## src/rtl/spi_slave_with_single_cs.sv

```systemverilog
// SPI slave with a single chip select: synchronised SPI inputs, byte-wide RX/TX with a
// one-deep TX holding register, per-window byte counting and overflow/underrun flags.
module spi_slave_with_single_cs #(
    parameter int unsigned SPI_MODE         = 0,
    parameter int unsigned MAX_BYTES_PER_CS = 2,
    parameter int unsigned CW               = $clog2(MAX_BYTES_PER_CS + 1)
) (
    input  logic          i_Clk,
    input  logic          i_Rst_L,
    input  logic          i_SPI_Clk,
    input  logic          i_SPI_CS_n,
    input  logic          i_SPI_MOSI,
    output logic          o_SPI_MISO,
    output logic          o_SPI_MISO_En,
    input  logic [7:0]    i_TX_Byte,
    input  logic          i_TX_DV,
    output logic          o_TX_Ready,
    output logic [7:0]    o_RX_Byte,
    output logic          o_RX_DV,
    output logic [CW-1:0] o_RX_Count,
    output logic          o_TX_Underrun,
    output logic          o_Overflow
);
    localparam logic          Cpol     = ((SPI_MODE >> 1) & 1) != 0;
    localparam logic          Cpha     = (SPI_MODE & 1) != 0;
    localparam logic [CW-1:0] MaxCount = CW'(MAX_BYTES_PER_CS);

    typedef enum logic [1:0] {StIdle, StSelected, StWaitDeselect} state_e;

    logic [1:0] sck_sync_q, cs_sync_q, mosi_sync_q;
    logic       sck_prev_q, cs_prev_q;

    always_ff @(posedge i_Clk) begin
        sck_sync_q  <= {sck_sync_q[0], i_SPI_Clk};
        cs_sync_q   <= {cs_sync_q[0], i_SPI_CS_n};
        mosi_sync_q <= {mosi_sync_q[0], i_SPI_MOSI};
        sck_prev_q  <= sck_sync_q[1];
        cs_prev_q   <= cs_sync_q[1];
    end

    logic sck_s, cs_s, mosi_s, sck_rise, sck_fall, lead_edge, trail_edge;
    logic sample_edge, drive_edge, cs_fall;

    assign sck_s       = sck_sync_q[1];
    assign cs_s        = cs_sync_q[1];
    assign mosi_s      = mosi_sync_q[1];
    assign sck_rise    = sck_s & ~sck_prev_q;
    assign sck_fall    = ~sck_s & sck_prev_q;
    assign lead_edge   = Cpol ? sck_fall : sck_rise;
    assign trail_edge  = Cpol ? sck_rise : sck_fall;
    assign sample_edge = Cpha ? trail_edge : lead_edge;
    assign drive_edge  = Cpha ? lead_edge : trail_edge;
    assign cs_fall     = cs_prev_q & ~cs_s;

    state_e        state_q, state_d;
    logic [7:0]    rx_shift_q, rx_shift_d, rx_byte_q, rx_byte_d;
    logic [7:0]    tx_shift_q, tx_shift_d, hold_q, hold_d;
    logic [2:0]    bit_cnt_q, bit_cnt_d, tx_cnt_q, tx_cnt_d;
    logic [CW-1:0] rx_count_q, rx_count_d;
    logic          rx_dv_q, rx_dv_d, overflow_q, overflow_d, underrun_q, underrun_d;
    logic          tx_fresh_q, tx_fresh_d, miso_q, miso_d, hold_full_q, hold_full_d;
    logic          bnd_entry, bnd_mid, tx_accept;
    logic [7:0]    tx_next;

    always_comb begin
        state_d     = state_q;
        rx_shift_d  = rx_shift_q;
        rx_byte_d   = rx_byte_q;
        tx_shift_d  = tx_shift_q;
        hold_d      = hold_q;
        bit_cnt_d   = bit_cnt_q;
        tx_cnt_d    = tx_cnt_q;
        rx_count_d  = rx_count_q;
        rx_dv_d     = 1'b0;
        overflow_d  = overflow_q;
        underrun_d  = 1'b0;
        tx_fresh_d  = tx_fresh_q;
        miso_d      = miso_q;
        hold_full_d = hold_full_q;
        bnd_entry   = 1'b0;
        bnd_mid     = 1'b0;
        tx_next     = 8'hFF;
        tx_accept   = i_TX_DV & ~hold_full_q;

        unique case (state_q)
            StIdle: begin
                if (cs_fall) begin
                    state_d    = StSelected;
                    bnd_entry  = 1'b1;
                    bit_cnt_d  = '0;
                    tx_cnt_d   = '0;
                    rx_shift_d = '0;
                    tx_fresh_d = 1'b1;
                    miso_d     = 1'b1;
                end
            end
            StSelected: begin
                if (cs_s) begin
                    state_d    = StIdle;
                    bit_cnt_d  = '0;
                    rx_count_d = '0;
                    overflow_d = 1'b0;
                    rx_shift_d = '0;
                end else begin
                    if (sample_edge) begin
                        rx_shift_d = {rx_shift_q[6:0], mosi_s};
                        bit_cnt_d  = bit_cnt_q + 3'd1;
                        if (bit_cnt_q == 3'd7) begin
                            if (rx_count_q < MaxCount) begin
                                rx_byte_d  = {rx_shift_q[6:0], mosi_s};
                                rx_dv_d    = 1'b1;
                                rx_count_d = rx_count_q + CW'(1);
                            end else begin
                                overflow_d = 1'b1;
                            end
                        end
                    end
                    if (drive_edge) begin
                        tx_cnt_d = tx_cnt_q + 3'd1;
                        if (Cpha) begin
                            // The first byte was loaded on entry; later bytes load on bit 0.
                            if (tx_cnt_q == 3'd0 && !tx_fresh_q) begin
                                bnd_mid = 1'b1;
                            end else begin
                                miso_d     = tx_shift_q[7];
                                tx_shift_d = {tx_shift_q[6:0], 1'b1};
                            end
                            tx_fresh_d = 1'b0;
                        end else if (tx_cnt_q == 3'd7) begin
                            bnd_mid = 1'b1;
                        end else begin
                            tx_shift_d = {tx_shift_q[6:0], 1'b1};
                        end
                    end
                end
            end
            StWaitDeselect: begin
                if (cs_s) state_d = StIdle;
            end
            default: state_d = StIdle;
        endcase

        // A byte written in the boundary cycle counts as on time: no underrun is flagged.
        if (bnd_entry || bnd_mid) begin
            tx_next     = hold_full_q ? hold_q : 8'hFF;
            underrun_d  = ~hold_full_q & ~tx_accept;
            hold_full_d = 1'b0;
            if (Cpha && bnd_mid) begin
                miso_d     = tx_next[7];
                tx_shift_d = {tx_next[6:0], 1'b1};
            end else begin
                tx_shift_d = tx_next;
            end
        end
        if (tx_accept) begin
            hold_d      = i_TX_Byte;
            hold_full_d = 1'b1;
        end
    end

    always_ff @(posedge i_Clk) begin
        if (!i_Rst_L) begin
            state_q     <= cs_s ? StIdle : StWaitDeselect;
            rx_shift_q  <= '0;
            rx_byte_q   <= '0;
            tx_shift_q  <= '0;
            hold_q      <= '0;
            bit_cnt_q   <= '0;
            tx_cnt_q    <= '0;
            rx_count_q  <= '0;
            rx_dv_q     <= 1'b0;
            overflow_q  <= 1'b0;
            underrun_q  <= 1'b0;
            tx_fresh_q  <= 1'b0;
            miso_q      <= 1'b1;
            hold_full_q <= 1'b0;
        end else begin
            state_q     <= state_d;
            rx_shift_q  <= rx_shift_d;
            rx_byte_q   <= rx_byte_d;
            tx_shift_q  <= tx_shift_d;
            hold_q      <= hold_d;
            bit_cnt_q   <= bit_cnt_d;
            tx_cnt_q    <= tx_cnt_d;
            rx_count_q  <= rx_count_d;
            rx_dv_q     <= rx_dv_d;
            overflow_q  <= overflow_d;
            underrun_q  <= underrun_d;
            tx_fresh_q  <= tx_fresh_d;
            miso_q      <= miso_d;
            hold_full_q <= hold_full_d;
        end
    end

    assign o_SPI_MISO    = (state_q == StSelected) ? (Cpha ? miso_q : tx_shift_q[7]) : 1'b1;
    assign o_SPI_MISO_En = (state_q == StSelected);
    assign o_TX_Ready    = ~hold_full_q;
    assign o_RX_Byte     = rx_byte_q;
    assign o_RX_DV       = rx_dv_q;
    assign o_RX_Count    = rx_count_q;
    assign o_TX_Underrun = underrun_q;
    assign o_Overflow    = overflow_q;
endmodule

```

## config.mk

```make
export PLATFORM = sky130hd
export DESIGN_NAME = spi_slave_with_single_cs
export DESIGN_NICKNAME = d
export VERILOG_FILES = /design/src/rtl/spi_slave_with_single_cs.sv
export SDC_FILE = /design/constraint.sdc
export NUM_CORES = 1
export LEC_CHECK = 0
export ABC_AREA = 1
export CORE_MARGIN = 2
export CORE_UTILIZATION = 60
export CTS_BUF_LIST = sky130_fd_sc_hd__clkbuf_8
export DETAILED_ROUTE_END_ITERATION = 8
export GPL_ROUTABILITY_DRIVEN = 0
export PLACE_DENSITY = 0.87
export SETUP_SLACK_MARGIN = 0.5
export SYNTH_ARGS = -nofsm -noshare
export SYNTH_HDL_FRONTEND = slang
export SYNTH_SLANG_ARGS = --single-unit
```

## constraint.sdc

```tcl
create_clock -name i_Clk -period 4.05 [get_ports i_Clk]
set_clock_uncertainty 0.15 [all_clocks]
set_input_delay 0.81 -clock i_Clk [delete_from_list [all_inputs] [get_ports i_Clk]]
set_output_delay 0.81 -clock i_Clk [all_outputs]
set_load 0.01 [all_outputs]
```

==> results.sh, run 1 <==
export IMPL_path_max_fanout=8
export IMPL_dp_cells=360
export IMPL_yosys_area_top_type_share_pct=45.1
export IMPL_initial_utilization_pct=62.3
export IMPL_hold_viol_final=0
export IMPL_syn_area_per_cell_sq_um=7.77
export IMPL_drt_antenna_violating_nets=0
export IMPL_required_ps=3090
export IMPL_rsz0062_at_grt="false"
export IMPL_final_cells=368
export IMPL_maxCapViolCount=0
export IMPL_drc_errors=0
export IMPL_slowest_delay_ps=470
export IMPL_p_int_uw=846
export IMPL_power_frac_comb_pct=25.4
export IMPL_cts_htree_levels=2
export IMPL_crit_cells=5
export IMPL_drt_iter0_drc=100
export IMPL_holdPathStages=0
export IMPL_p_switching_uw=399
export IMPL_p_sw_share_pct=32.0
export IMPL_crit_buf_inv=3
export IMPL_path_cells="inv_1 > ha_1 > inv_2 > or2_2 > clkdlybuf4s50_1"
export IMPL_leakage_uw=0.00118
export IMPL_grt_max_degree=24
export IMPL_die_y_um=65.4
export IMPL_clock_sinks=53
export IMPL_cp_start_kind="flip-flop"
export IMPL_max_vdd_ir_drop_v=0.000236
export IMPL_final_nets=339
export IMPL_diodes=0
export IMPL_postCtsSetupRepairBufs=0
export IMPL_wl_um=4060
export IMPL_worstPathArrival_ps=1930
export IMPL_synth_area_leaders="dfxtp_1, nand2_1, nor2_1"
export IMPL_yosysWarnings=0
export IMPL_layout_min_cycle_time_ps=2890
export IMPL_setup_viol=0
export IMPL_seqPwrFrac_pct=51.7
export IMPL_netlist_instances=291
export IMPL_clkPwrFrac_pct=23.0
export IMPL_reg2reg_depth=9
export IMPL_routed_via_density=4.98
export IMPL_numCtsBuffers=5
export IMPL_endpoint_kind="primary output"
export IMPL_tightest_slew_ps=594
export IMPL_crit_family="buffers and inverters"
export IMPL_whs_ps=180
export IMPL_first_pass_iters=4
export IMPL_post_cts_resized=0
export IMPL_fmax_mhz=346
export IMPL_avgRoutedWirePerCell_um=11.0
export IMPL_synth_cell_types=30
export IMPL_syn2layout_area_growth_pct=15.8
export IMPL_ios=30
export IMPL_min_period_over_period_pct=71.5
export IMPL_overflow=0
export IMPL_status="finished clean"
export IMPL_path_clk_slew_ps=90
export IMPL_placementRows=22
export IMPL_grt_use_total_pct=20.8
export IMPL_grt_pass1_wl_um=6890
export IMPL_slowest_stage="clkdlybuf4s50_1"
export IMPL_slew_viol_final=0
export IMPL_power_density_nw_per_um2=475
export IMPL_hold_buffers=0
export IMPL_first_global_vias=1593
export IMPL_syn_area_sq_um=2260
export IMPL_p_total_uw=1240
export IMPL_hold_path_class="flip-flop to flip-flop"
export IMPL_worstSkewPairLatency_ps=300
export IMPL_synth_seq_cells=53
export IMPL_critPathKind="flip-flop to primary output"
export IMPL_cts_buffer_depth=2
export IMPL_yosys_area_top_type="dfxtp_1"
export IMPL_coreArea_sq_um=3630
export IMPL_drive_gt1_share_pct=11.9
export IMPL_relSlewSlack_pct=60.3
export IMPL_die_w_um=65.4
export IMPL_nFillCells=291
export IMPL_seq_area_frac_synth_pct=47.8
export IMPL_cts_tree="yes"
export IMPL_vias=1833
export IMPL_die_area_sq_um=4280
export IMPL_syn_num_nets=311
export IMPL_antenna_found_initial=0
export IMPL_cts_root_buf="clkbuf_8"
export IMPL_portBuffers=29
export IMPL_dp_hpwl_um=2920
export IMPL_setup_tns_ps=0
layout by cell type (no fill, tap or decap):
master and instances:
a32o_1 1, nand3_4 1, nand2_1 63, clkbuf_8 5
o21ai_1 1, and2_4 1, nor2_1 57, clkinv_1 1
inv_1 22, and2_1 2, or2_2 6, nor3_4 1
a21oi_2 1, inv_2 3, clkinvlp_4 1, ha_1 6
buf_4 1, nor2_2 12, nand3_1 14, dfxtp_1 51
o21ai_2 1, nand2_4 2, clkinv_2 2, nand2_2 1
o21ai_0 25, nor4_1 1, o211ai_1 2, clkdlybuf4s50_1 29
edfxtp_1 2, a21oi_1 5
power groups by stage:
stage               Combinational, uW  Sequential (uW)  Clock (uW)
floorplan                         284              643           0
global placement                  306              652           0
detailed placement                317              654           0
CTS                               318              643         297
global route                      363              651         318
finish                            316              643         286
worst register-to-register path: stages (launching register included):
cell and delay [ps]:
edfxtp_1 370, inv_1 90, ha_1 310, inv_2 110
nor2_2 420, nand2_1 150, and2_4 280, nand2_1 80
nand2_1 50, nor2_1 80
cells by family after synthesis:
group                    after synthesis  share of synthesized area [%]
flip-flops                            53                           47.8
adder cells (fa/ha/maj)                6                           3.32
AO/OA/AOI/OAI                         36                           8.74
buffers and inverters                 35                           8.19
AND/OR/NAND/NOR                      161                           32.0
synth_stat cells:
library cell,instances
a21oi_1,5
or2_2,6
nand2_2,1
buf_6,2
nand2_4,2
a21oi_2,1
buf_1,2
o21ai_1,1
a32o_1,1
nor2_2,12
ha_1,6
dfxtp_1,51
o21ai_2,1
clkinv_1,1
buf_8,2
nor3_4,1
clkbuf_1,2
and2_4,1
nand3_1,14
nand3_4,1
nor4_1,1
o21ai_0,25
and2_1,2
edfxtp_1,2
inv_2,3
inv_1,22
buf_12,1
nand2_1,63
nor2_1,57
o211ai_1,2
cell type report:
type	count	area (sq um)	area share, %
Sequential cell	53	1080	41.3
Clock inverter	3	17.5	0.669
Multi-Input combinational cell	203	996	38.0
Timing Repair Buffer	30	298	11.4
Clock buffer	5	68.8	2.63
Tap cell	48	60.1	2.29
Inverter	26	97.6	3.73
final timing paths:
path / startpoint / to / slack (ps)
worst max-delay path: state_q[1] / o_SPI_MISO / 1160
worst min-delay path: sck_sync_q[0] / sck_sync_q[1] / 180
worst max register to register: state_q[1] / rx_shift_q[1] / 1910
worst min register to register: sck_sync_q[0] / sck_sync_q[1] / 180
through the flow:
step | util [%] | area, sq um | setup WS (ps)
2_1_floorplan | - | 2260 | 1960
3_3_place_gp | 69.7 | 2530 | 1550
3_5_place_dp | 69.7 | 2530 | 1500
4_1_cts | 72.1 | 2620 | 1150
5_1_grt | 72.1 | 2620 | 1050
6_report | 72.1 | 2620 | 1160
flip-flops by register name, summed over array words and instances, names as in the netlist:
register       flops
tx_shift_q         8
cs_prev_q          1
o_TX_Underrun      1
o_RX_Count         2
tx_cnt_q           3
rx_shift_q         7
sck_prev_q         1
o_RX_DV            1
state_q            2
o_Overflow         1
hold_q             8
o_RX_Byte          8
mosi_sync_q        2
hold_full_q        1
sck_sync_q         2
cs_sync_q          2
bit_cnt_q          3
routing by layer:
layer / GRT usage [%] / vias up / wire length (um)
met5: 0 / - / 0
met1: 27.7 / 826 / 2010
li1: - / 967 / -
met3: 5.82 / 6 / 180
met2: 32.7 / 34 / 1810
met4: 7.03 / 0 / 63
No activity file was read; power rests on OpenSTA's default activity.
==> run 2, diff against run 1 <==
- CORE_UTILIZATION: 60 -> 56
- PLACE_DENSITY: 0.87 -> 0.82
- clock period: 4.05 -> 2.9 ns (I/O delays scaled with it)
==> run 2 against run 1 <==
  * Critical endpoint unchanged
  * Critical path type unchanged
  * Largest power group unchanged
  * Largest cell class unchanged
  * Sequential share of layout area is 0.79 points lower
  * Clock power is 77% higher
  * Sequential power is 40% higher
==> results.sh, run 2 (same netlist as run 1, synthesis figures left out) <==
export IMPL_cts_root_buf="clkbuf_8"
export IMPL_antenna_found_initial=0
export IMPL_most_common_layout_cells="nand2_1, nor2_1, dfxtp_1"
export IMPL_grt_max_degree=25
export IMPL_min_from="mosi_sync_q[0]"
export IMPL_coreArea_sq_um=3940
export IMPL_first_pass_iters=4
export IMPL_placementRows=23
export IMPL_drive_gt1_share_pct=12.1
export IMPL_p_total_uw=1860
export IMPL_dp_hpwl_um=2940
export IMPL_min_period_over_period_pct=79.9
export IMPL_r2r_start="state_q[1]"
export IMPL_drt_iter0_drc=133
export IMPL_ios=30
export IMPL_initial_utilization_pct=57.4
export IMPL_cts_tree="yes"
export IMPL_layout_commonest_cell="nand2_1"
export IMPL_dp_cells=362
export IMPL_diodes=0
export IMPL_rsz0062_at_grt="false"
export IMPL_relSlewSlack_pct=58.3
export IMPL_setup_viol=0
export IMPL_setup_tns_ps=0
export IMPL_routed_top_layer="met4"
export IMPL_die_area_sq_um=4560
export IMPL_wl_met1_um=1980
export IMPL_cts_buffer_depth=2
export IMPL_syn2layout_area_growth_pct=18.0
export IMPL_reg2reg_depth=9
export IMPL_wl_met2_um=1900
export IMPL_fmax_mhz=431
export IMPL_worstPathArrival_ps=1590
export IMPL_required_ps=2170
export IMPL_wl_met3_um=208
export IMPL_maxCapViolCount=0
export IMPL_wl_um=4150
export IMPL_worstSkewPairLatency_ps=310
export IMPL_hold_viol_final=0
export IMPL_holdPathStages=0
export IMPL_layout_min_cycle_time_ps=2320
export IMPL_first_global_vias=1606
export IMPL_grt_pass1_wl_um=6730
export IMPL_overflow=0
export IMPL_leakage_uw=0.00120
export IMPL_power_density_nw_per_um2=696
export IMPL_clock_sinks=53
export IMPL_grt_use_total_pct=19.6
export IMPL_drt_antenna_violating_nets=0
export IMPL_critPathKind="flip-flop to primary output"
export IMPL_endpoint_kind="primary output"
export IMPL_rrSetupSlack_ps=910
export IMPL_max_vdd_ir_drop_v=0.000328
export IMPL_drc_errors=0
export IMPL_r2r_end="rx_shift_q[0]"
export IMPL_tightest_slew_ps=624
export IMPL_numCtsBuffers=5
export IMPL_slew_viol_final=0
export IMPL_path_clk_slew_ps=80
export IMPL_status="finished clean"
export IMPL_cp_start_kind="flip-flop"
export IMPL_path_max_fanout=7
export IMPL_avgRoutedWirePerCell_um=11.2
export IMPL_final_cells=371
export IMPL_hold_path_class="flip-flop to flip-flop"
export IMPL_min_to="mosi_sync_q[1]"
export IMPL_die_w_um=67.6
export IMPL_portBuffers=29
export IMPL_cts_htree_levels=2
export IMPL_routed_via_density=4.89
export IMPL_hold_buffers=0
export IMPL_vias=1814
export IMPL_die_y_um=67.6
export IMPL_final_nets=340
==> run 2: cell type report <==
| class | count | area, sq um |
|---|---|---|
| clock buffer | 6 | 82.6 |
| clock inverter | 2 | 33.8 |
| fill | 349 | 1270 |
| inverter | 26 | 97.6 |
| multi-input combinational | 203 | 1010 |
| sequential | 53 | 1080 |
| tap | 50 | 62.6 |
| timing repair buffer | 31 | 304 |
==> run 2: what timing repair did <==
item	4_1_cts	5_1_grt
setup buffers	0	1
cloned	0	0
resized for setup	3	0
endpoints found under the setup margin	2	1
==> run 2: where the power goes <==
part,leakage [uW],internal (uW),total [uW],switching (uW)
clock,0.0000626,278,506,228
sequential,0.000441,832,903,70.2
combinational,0.000700,190,450,261
==> run 2: layer usage <==
metal  up-vias  global-route usage, %
met5         -                      0
met2        39                   32.0
met3         6                   4.67
li1        971                      -
met1       798                   23.9
met4         0                   10.5
==> run 2: worst max path at each step <==
stage,startpoint,to,slack (ps),cells past startpoint
after floorplan,state_q[1],o_SPI_MISO,1040,4
after global placement,state_q[1],o_SPI_MISO,620,5
after detailed placement,state_q[1],o_SPI_MISO,550,5
after CTS,state_q[1],o_SPI_MISO,560,5
after global routing,state_q[1],o_SPI_MISO,500,5
final,state_q[1],o_SPI_MISO,580,5
==> run 2: worst max-delay path: stages, from the launching register on <==
cell	delay (ps)
edfxtp_1	370
inv_1	120
ha_4	180
inv_2	70
or2_2	260
dlygate4sd2_1	280
==> run 2: per-stage QoR <==
step | area [sq um] | util, % | worst slack [ps] | hold WS, ps
final | 2670 | 67.7 | 582 | 183
after global routing | 2670 | 67.7 | 498 | 189
after CTS | 2660 | 67.5 | 556 | 185
after detailed placement | 2530 | 64.3 | 554 | 164
after global placement | 2530 | 64.3 | 623 | 160
after floorplan | 2260 | - | 1040 | 160
